## src/rtl/mem_arbiter.sv

```systemverilog
// mem_arbiter: two-requester, single-port data memory arbiter.
// Round-robin on ties, one access per cycle, registered outputs.
module mem_arbiter #(
  parameter int ADDR_W = 12,
  parameter int DATA_W = 16
) (
  input  logic              clk,
  input  logic              rst,
  input  logic              a_req,
  input  logic              a_we,
  input  logic [ADDR_W-1:0] a_addr,
  input  logic [DATA_W-1:0] a_wdata,
  input  logic              b_req,
  input  logic              b_we,
  input  logic [ADDR_W-1:0] b_addr,
  input  logic [DATA_W-1:0] b_wdata,
  output logic              a_gnt,
  output logic              b_gnt,
  output logic              a_rvalid,
  output logic              b_rvalid,
  output logic [DATA_W-1:0] a_rdata,
  output logic [DATA_W-1:0] b_rdata,
  output logic              mem_rd,
  output logic              mem_wr,
  output logic [ADDR_W-1:0] mem_addr,
  output logic [DATA_W-1:0] mem_wd,
  input  logic [DATA_W-1:0] mem_rdata
);

  typedef enum logic {
    IDLE,
    ACCESS
  } state_t;

  state_t state;
  logic   last_b;
  logic   a_elig;
  logic   b_elig;
  logic   pick_a;
  logic   pick_b;

  // A requester whose access is on the port this cycle sits out
  // the next decision; ties go to whoever was not granted last.
  always_comb begin
    a_elig = a_req & ~((state == ACCESS) & a_gnt);
    b_elig = b_req & ~((state == ACCESS) & b_gnt);
    pick_a = a_elig & (~b_elig | last_b);
    pick_b = b_elig & ~pick_a;
  end

  // Arbitration FSM, memory port and read-return registers.
  always_ff @(posedge clk or posedge rst) begin
    if (rst) begin
      state    <= IDLE;
      last_b   <= 1'b1;
      a_gnt    <= 1'b0;
      b_gnt    <= 1'b0;
      a_rvalid <= 1'b0;
      b_rvalid <= 1'b0;
      a_rdata  <= '0;
      b_rdata  <= '0;
      mem_rd   <= 1'b0;
      mem_wr   <= 1'b0;
      mem_addr <= '0;
      mem_wd   <= '0;
    end else begin
      a_rvalid <= a_gnt & mem_rd;
      b_rvalid <= b_gnt & mem_rd;
      if (a_gnt & mem_rd) a_rdata <= mem_rdata;
      if (b_gnt & mem_rd) b_rdata <= mem_rdata;
      a_gnt <= pick_a;
      b_gnt <= pick_b;
      unique case (1'b1)
        pick_a: begin
          state    <= ACCESS;
          last_b   <= 1'b0;
          mem_addr <= a_addr;
          mem_wd   <= a_wdata;
          mem_wr   <= a_we;
          mem_rd   <= ~a_we;
        end
        pick_b: begin
          state    <= ACCESS;
          last_b   <= 1'b1;
          mem_addr <= b_addr;
          mem_wd   <= b_wdata;
          mem_wr   <= b_we;
          mem_rd   <= ~b_we;
        end
        default: begin
          state  <= IDLE;
          mem_wr <= 1'b0;
          mem_rd <= 1'b0;
        end
      endcase
    end
  end

endmodule

```

## config.mk

```make
export PLATFORM = sky130hd
export DESIGN_NAME = mem_arbiter
export DESIGN_NICKNAME = d
export VERILOG_FILES = /design/src/rtl/mem_arbiter.sv
export SDC_FILE = /design/constraint.sdc
export NUM_CORES = 1
export LEC_CHECK = 0
export ABC_AREA = 1
export BUFFER_PORTS_ARGS = -buffer_cell sky130_fd_sc_hd__buf_2
export CAP_MARGIN = 0
export CORE_MARGIN = 1
export CORE_UTILIZATION = 45
export CTS_BUF_LIST = sky130_fd_sc_hd__clkbuf_2 sky130_fd_sc_hd__clkbuf_4 sky130_fd_sc_hd__clkbuf_8
export DETAILED_ROUTE_END_ITERATION = 7
export PLACE_DENSITY = 0.79
export SYNTH_ARGS = -nofsm -noshare
export SYNTH_HDL_FRONTEND = slang
export SYNTH_SLANG_ARGS = --single-unit
```

## constraint.sdc

```tcl
create_clock -name clk -period 2.5 [get_ports clk]
set_input_delay 0.25 -clock clk [delete_from_list [all_inputs] [get_ports clk]]
set_output_delay 0.25 -clock clk [all_outputs]
set_load 0.01 [all_outputs]
```

# == After elaboration in Yosys (flattened, before gate mapping) ==
# Cells that the tools add are included.
# classes
n_mux,6
n_bitwise,15
n_reduce_logical,2
# ops
operator,count
$pmux W16 S2,1
$pmux W12 S2,1
$and A1 B1 Y1,8
$not A1 Y1,6
$pmux W1 S2,3
$reduce_bool A2 Y1,1
$reduce_or A2 Y1,1
$mux W1,1
$or A1 B1 Y1,1
# totals
reg_bits,68
input_bits,78
out_inout_bits,66

# == Longest topological paths before layout ==
# Gate-level depths: netlist (run 1).
# logic_depth
ltp_word,10
depth_mapped,8

# == Worst setup path before layout (run 1) ==
# No wires, ideal clock.
# synth_timing
path_type,flip-flop to flip-flop
startpoint,register b_gnt
endpoint,register mem_wd[4]
arrival_ns,1.039
t_required_ns,2.376
path_slack_ns,1.337
path_stages_with_launch,9
period_less_slack_ns,1.163
cell_sequence,dfrtp_1 > nand2_2 > nand2_4 > inv_2 > o21ai_2 > buf_6 > buf_6 > nand2_1 > nand3_1
# synth_between
elab_chain_cells,9
word_cells_on_any_way,10
# synth_rtl
element,line,text
start: declaration,18,"output logic b_gnt,"
start signal: assignment,72,b_gnt <= pick_b;
$and A1 B1 Y1 (*),46,b_elig = b_req & ~((state == ACCESS) & b_gnt);
$not A1 Y1 (*),46,
$and A1 B1 Y1 (*),46,
$not A1 Y1,47,pick_a = a_elig & (~b_elig | last_b);
$or A1 B1 Y1,47,
$and A1 B1 Y1,47,
$not A1 Y1,48,pick_b = b_elig & ~pick_a;
$and A1 B1 Y1,48,
$pmux W16 S2 / $reduce_bool A2 Y1 (equally long branches),n/a,
end signal: assignment,78,mem_wd <= a_wdata;
end signal: assignment,86,mem_wd <= b_wdata;
end: declaration,26,"output logic [DATA_W-1:0] mem_wd,"
# Every way passes the cells marked *; elsewhere a longest branch is shown, timed or not.
# A chain may end at the register's enable or synchronous reset.

# == Final worst setup path (run 1) ==
# layout_timing
startpoint,register last_b
endpoint,register mem_wd[7]
# layout_between
elab_chain_cells,5
word_cells_on_any_way,6
# layout_rtl
element,line,text
start: declaration,36,logic last_b;
start signal: assignment,55,last_b <= 1'b1;
start signal: assignment,76,last_b <= 1'b0;
start signal: assignment,84,last_b <= 1'b1;
$or A1 B1 Y1 (*),47,
$and A1 B1 Y1 (*),47,
$not A1 Y1,48,
$and A1 B1 Y1,48,
$pmux W16 S2 / $reduce_bool A2 Y1 (equally long branches),n/a,
# Marks and branches as above.

==> results.toml, run 1 <==
[outcome]
status = "finished with violations"
violated_checks = "DRC"

[setup_path]
critical_path_required_ns = 2.75
critical-path-slowest-cell = "sky130_fd_sc_hd__o21ai_2"
worst_setup_path_start_kind = "register"
worstPathBufferInverterCount = 1
critical_path_end_type = "register"
worst_path_dominant_cell_family = "compound AO/OA/AOI/OAI gates"
critical_path_class = "reg -> reg"
cp_max_fo = 29
critical_path_cell_list = "inv_1 > o21ai_2 > nand2_1 > nand3_1"
arrival_ns = 2.09
critical-path-max-stage-delay_ns = 0.94

[grt]
grt_first_pass_wirelength_microns = 12400
grt_pass1_vias = 2624
grtUsageTotal = 0.218
antenna_violations_before_repair = 0
pin_count_of_the_biggest_net_entering_global_routing = 36
grt.overflow.total = 0

[timing]
fin_crit_sh = 0.736
period_minus_slack_ns = 1.84
setup_viol = 0
tightest_slew_ns = 1.21
maxSlewHeadroom = 0.191
fin_worst_skew_ns = 0.0106
achievable-frequency_mhz = 543
final_hold_viol_count = 0
rsz_0062_raised_after_global_routing = "no"
final-max-slew-violation-count = 0
finalSetupTns_ns = 0

[hold_path]
hp-class = "in -> async"

[pwr]
vdd_drop_max_v = 0.000315
p_leak_nw = 2.30
power_mw = 3.77
power_density_nw_per_um2 = 954

[floorplan]
start_util = 0.474
die_height_microns = 84.8
core_sq_um = 6490
dieWidth_microns = 84.8
ios = 144
floorplan.rows = 29
overall_die_area_sq_um = 7180

[yosys]
synthesis.yosys.warnings = 0
synth-seq-cells = 68
synth_cells = 367
synthDominantAreaCellType = "sky130_fd_sc_hd__dfrtp_1"
nets_in_the_synthesized_netlist = 445
synth_cell_type_count = 17
cell_area_after_technology_mapping_sq_um = 3080
ys_seq_area_frac = 0.553
synth_area_leaders = "sky130_fd_sc_hd__dfrtp_1 54%, sky130_fd_sc_hd__nand2_1 12%, sky130_fd_sc_hd__nand3_1 9.3%"
yosysTopAreaCellShare = 0.544
mean_post_synth_cell_area_sq_um = 8.40

[detailed_routing]
routed_wire_length_microns = 7520
avgRoutedWirePerCell_microns = 12.9
vias_per_cell = 5.01
vias = 2923
antenna_violating_nets_post_route = 0
post-route-drc-count = 12
first_pass_iters = 8
drt_first_iter_violations = 165

[cts]
post_cts_resized = 0
tritoncts = "yes"
cts.path.max_buffers = 2
hold_buffer_count_at_cts = 0
cts_root_buf = "sky130_fd_sc_hd__clkbuf_8"
worst_setup_hold_path_clk_slew_ns = 0.07
clk-insertion-delay-late_ns = 0.32
ctsHtreeMaxLevel = 3
post_cts_setup_buffers = 0
clock_buffers_created_by_tritoncts = 9
clock-sinks = 68

[placement]
place_inst = 569
dpl_wire_length_microns = 5130
routabilityCongestion = 0.726
placement.io_buffers = 143

[layout]
final_core_util = 0.609
num-nets-final = 581
final_cell_count_no_fill = 584
antennaDiodeCount = 0
area_growth_syn_to_fin_pct = 28.3
drive_gt1_frac = 0.343

[run]
drv_cap = 0
-- metal layers --
metal	GRT usage	share of wire	vias to the layer above
li1	-	-	1431
met3	0.0423	0.069	9
met5	0	0	-
met2	0.345	0.45	154
met4	0.0801	0.011	0
met1	0.301	0.47	1329
-- Yosys cell counts, drive strengths merged --
master and count:
buf 17, o21ai 36, inv 55, clkbuf 6, nand2 100, dfrtp 67, a21oi 28, nand3 57
dfstp 1
-- area by class of cell --
cell class                 instances  area, sq um
sequential                        68         1700
clock inverter                     2         10.0
tap                               77         96.3
fill                             589         2540
timing repair buffer             148          766
inverter                          55          209
multi-input combinational        221         1000
clock buffer                      13          166
-- worst paths after layout --
kind                        startpoint     endpoint  slack [ns]  depth (start not counted)
max in group asynchronous          rst       last_b        1.74                          3
setup / recovery                last_b    mem_wd[7]        0.66                          4
setup reg to reg                last_b    mem_wd[7]        0.66                          4
hold / removal                     rst  mem_addr[6]        0.04                          2
hold reg to reg            a_rdata[10]  a_rdata[10]        0.48                          2
min in group clk                  a_we       mem_wr        0.17                          3
-- worst register-to-register path: cells and delay by family, from the launching register on --
kind	cells	cell delay (ns)
AOI/OAI and AO/OA	1	0.94
DFF	1	0.51
and+or+nand+nor	2	0.27
buffers and inverters	1	0.06
-- through the flow --
step	hold WS (ns)	area, sq um	setup slack, ns
2_1_floorplan	0.369	3080	0.540
3_3_place_gp	0.414	3780	0.692
3_5_place_dp	0.415	3780	0.640
4_1_cts	0.0617	3950	0.627
5_1_grt	0.0952	3950	0.526
6_report	0.0429	3950	0.660
-- report_power, final --
part | switching, mW | internal [mW] | total (mW) | leakage, nW
Sequential | 0.209 | 1.50 | 1.71 | 0.830
Clock | 0.370 | 0.428 | 0.799 | 0.0961
Combinational | 0.751 | 0.517 | 1.27 | 1.38
Total | 1.33 | 2.44 | 3.77 | 2.30
-- flip-flops by register name, summed over array words and instances, names as in the netlist --
name / count
mem_rd: 1
mem_wd: 16
a_rvalid: 1
b_gnt: 1
mem_addr: 12
mem_wr: 1
a_rdata: 16
a_gnt: 1
state: 1
b_rvalid: 1
b_rdata: 16
last_b: 1
-- cell families after synthesis --
logic type	count (synthesis)	share of synthesized area
and+or+nand+nor	157	0.220
buffers and inverters	78	0.122
DFF	68	0.553
AOI/OAI and AO/OA	64	0.105
-- cells in the final DEF, fill, tap and decap left out, drive strengths merged --
cell type | netlist | layout
o21ai | 36 | 36
clkinv | 0 | 2
nand2 | 100 | 100
inv | 55 | 55
nand3 | 57 | 57
dfstp | 1 | 1
buf | 17 | 148
clkbuf | 6 | 13
a21oi | 28 | 28
dfrtp | 67 | 67
No activity file was read; power rests on OpenSTA's default activity.
==> inputs of run 2 (changes only) <==
Clock period 2.5 ns to 1.9 ns, I/O delays scaled along.
==> run 2 against run 1 <==
  * The flow still finishes with violations (DRC)
  * Register-to-register slack lost 0.22 ns
  * Sequential cell count stayed put
  * Core utilization increased by 1.1 points
  * Count of clock-buffer cells in the layout down 2
  * Sequential power is 30% higher
  * Critical path type unchanged
  * Critical endpoint is now mem_wd[8]
  * Fmax is 26% higher
  * Via count is 0.68% lower
  * Clock skew hardly changed
==> results.toml, run 2 (same netlist as run 1, synthesis figures left out) <==
[cts]
clock-sinks = 68
post_cts_setup_buffers = 0
cts_root_buf = "sky130_fd_sc_hd__clkbuf_8"
cts.path.max_buffers = 2
tritoncts = "yes"
clock_buffers_created_by_tritoncts = 9
clk-insertion-delay-late_ns = 0.34
worst_setup_hold_path_clk_slew_ns = 0.08
ctsHtreeMaxLevel = 3

[pwr]
vdd_drop_max_v = 0.000518
p_comb_frac = 0.329
p_leak_nw = 2.34
p_clk_frac = 0.238
switching_power_mw = 1.80
internal_power_mw = 3.34
power_density_nw_per_um2 = 1280
part_of_the_power_in_registers = 0.434
netSwitchingFraction = 0.350

[timing]
achievable-frequency_mhz = 685
setup_viol = 0
maxSlewHeadroom = 0.697
final_hold_viol_count = 0
rsz_0062_raised_after_global_routing = "no"
period_minus_slack_ns = 1.46
tightest_slew_ns = 0.454
finalSetupTns_ns = 0
final-max-slew-violation-count = 0
fin_worst_skew_ns = 0.0109
fin_crit_sh = 0.768

[floorplan]
die_height_microns = 84.8
dieWidth_microns = 84.8
overall_die_area_sq_um = 7180
ios = 144
start_util = 0.474
floorplan.rows = 29
core_sq_um = 6490

[grt]
grt.overflow.total = 0
grt_pass1_vias = 2731
grtUsageTotal = 0.226
pin_count_of_the_biggest_net_entering_global_routing = 38
antenna_violations_before_repair = 0
grt_first_pass_wirelength_microns = 12700

[hold_path]
min_delay_endpoint = "mem_wd[7]"
hp-class = "in -> reg"
holdCritStartpoint = "b_wdata[7]"
holdPathStages = 3

[setup_path]
ff2ff_path_depth = 7
r2r_setup_slack_ns = 0.44
critical_path_class = "reg -> reg"
critical_path.reg2reg.endpoint = "mem_wd[8]"
worst_setup_path_start_kind = "register"
critical_path_end_type = "register"
worst_r2r_startpoint = "state"
critical_path_required_ns = 2.17
arrival_ns = 1.73
cp_max_fo = 26

[outcome]
violated_checks = "DRC"
status = "finished with violations"

[detailed_routing]
routed_wire_length_microns = 7550
antenna_violating_nets_post_route = 0
drt_first_iter_violations = 159
post-route-drc-count = 12
vias = 2903
vias_per_cell = 4.91
avgRoutedWirePerCell_microns = 12.8
first_pass_iters = 8

[placement]
post_dp_cell_area_sq_um = 3800
dpl_wire_length_microns = 5450
placement.io_buffers = 143
routabilityCongestion = 0.813

[layout]
most_common_cell_after_layout_fill_and_taps_aside = "sky130_fd_sc_hd__buf_2"
num-fill-cells = 576
antennaDiodeCount = 0
area_growth_syn_to_fin_pct = 30.5
final_cell_mix = "143 x sky130_fd_sc_hd__buf_2, 95 x sky130_fd_sc_hd__nand2_1, 67 x sky130_fd_sc_hd__dfrtp_1"
fin_area_sq_um = 4020
num-nets-final = 587
drive_gt1_frac = 0.350
layout_top_registers = "a_rdata x16, b_rdata x16, mem_wd x16"

[run]
drv_cap = 0
[run 2: critical path, stage by stage, from the launching register on]
cell	delay, ns
sky130_fd_sc_hd__dfrtp_1	0.37
sky130_fd_sc_hd__nand2_1	0.07
sky130_fd_sc_hd__nand2_2	0.23
sky130_fd_sc_hd__inv_2	0.07
sky130_fd_sc_hd__nand2_2	0.12
sky130_fd_sc_hd__buf_4	0.30
sky130_fd_sc_hd__nand3_1	0.13
sky130_fd_sc_hd__nand3_1	0.11
[run 2: worst max path at each step]
stage               start        end  slack [ns]  cells past startpoint
global placement    b_gnt  mem_wd[3]        0.49                      7
global route        state  mem_wd[4]        0.30                      7
floorplan             rst      a_gnt      0.0001                      1
detailed placement  state  mem_wd[8]        0.44                      7
CTS                 state  mem_wd[8]        0.43                      7
finish              state  mem_wd[8]        0.44                      7
[run 2: cell type report]
class                   count  area, sq um  share of cell area
inverters                  55          209              0.0519
repair buffers            154          801               0.199
clock inverters             5         60.1              0.0149
multi-input cells         221         1000               0.249
well taps                  77         96.3              0.0240
clock buffers              11          151              0.0376
flip-flops and latches     68         1700               0.423
[run 2: through the flow]
stage | cells | hold WS (ns) | setup slack, ns | utilization | power, mW
after global routing | 591 | 0.106 | 0.304 | 0.619 | 5.50
after floorplan | 367 | 0.309 | 0.000145 | - | 3.22
after CTS | 591 | 0.0848 | 0.431 | 0.619 | 5.19
after global placement | 574 | 0.303 | 0.495 | 0.585 | 3.91
final | 591 | 0.0977 | 0.441 | 0.619 | 5.15
after detailed placement | 574 | 0.301 | 0.438 | 0.585 | 3.97
[run 2: power groups by stage]
stage | combinational, mW | clock [mW] | sequential [mW]
finish | 1.69 | 1.22 | 2.23
global route | 1.90 | 1.31 | 2.29
CTS | 1.72 | 1.25 | 2.23
detailed placement | 1.72 | 0 | 2.25
global placement | 1.67 | 0 | 2.24
floorplan | 0.721 | 0 | 2.50
[run 2: what timing repair did]
action / 4_1_cts / 5_1_grt
hold endpoints to repair: 67 / 0
endpoints found under the setup margin: 0 / 0
hold buffers: 1 / 0
gates resized for setup: 0 / 0
[run 2: routing by layer]
layer | part of all wire | global-route usage | vias up
li1 | - | - | 1440
met1 | 0.44 | 0.295 | 1328
met2 | 0.47 | 0.369 | 127
met3 | 0.079 | 0.0511 | 8
met4 | 0.012 | 0.0878 | 0
met5 | 0 | 0 | -
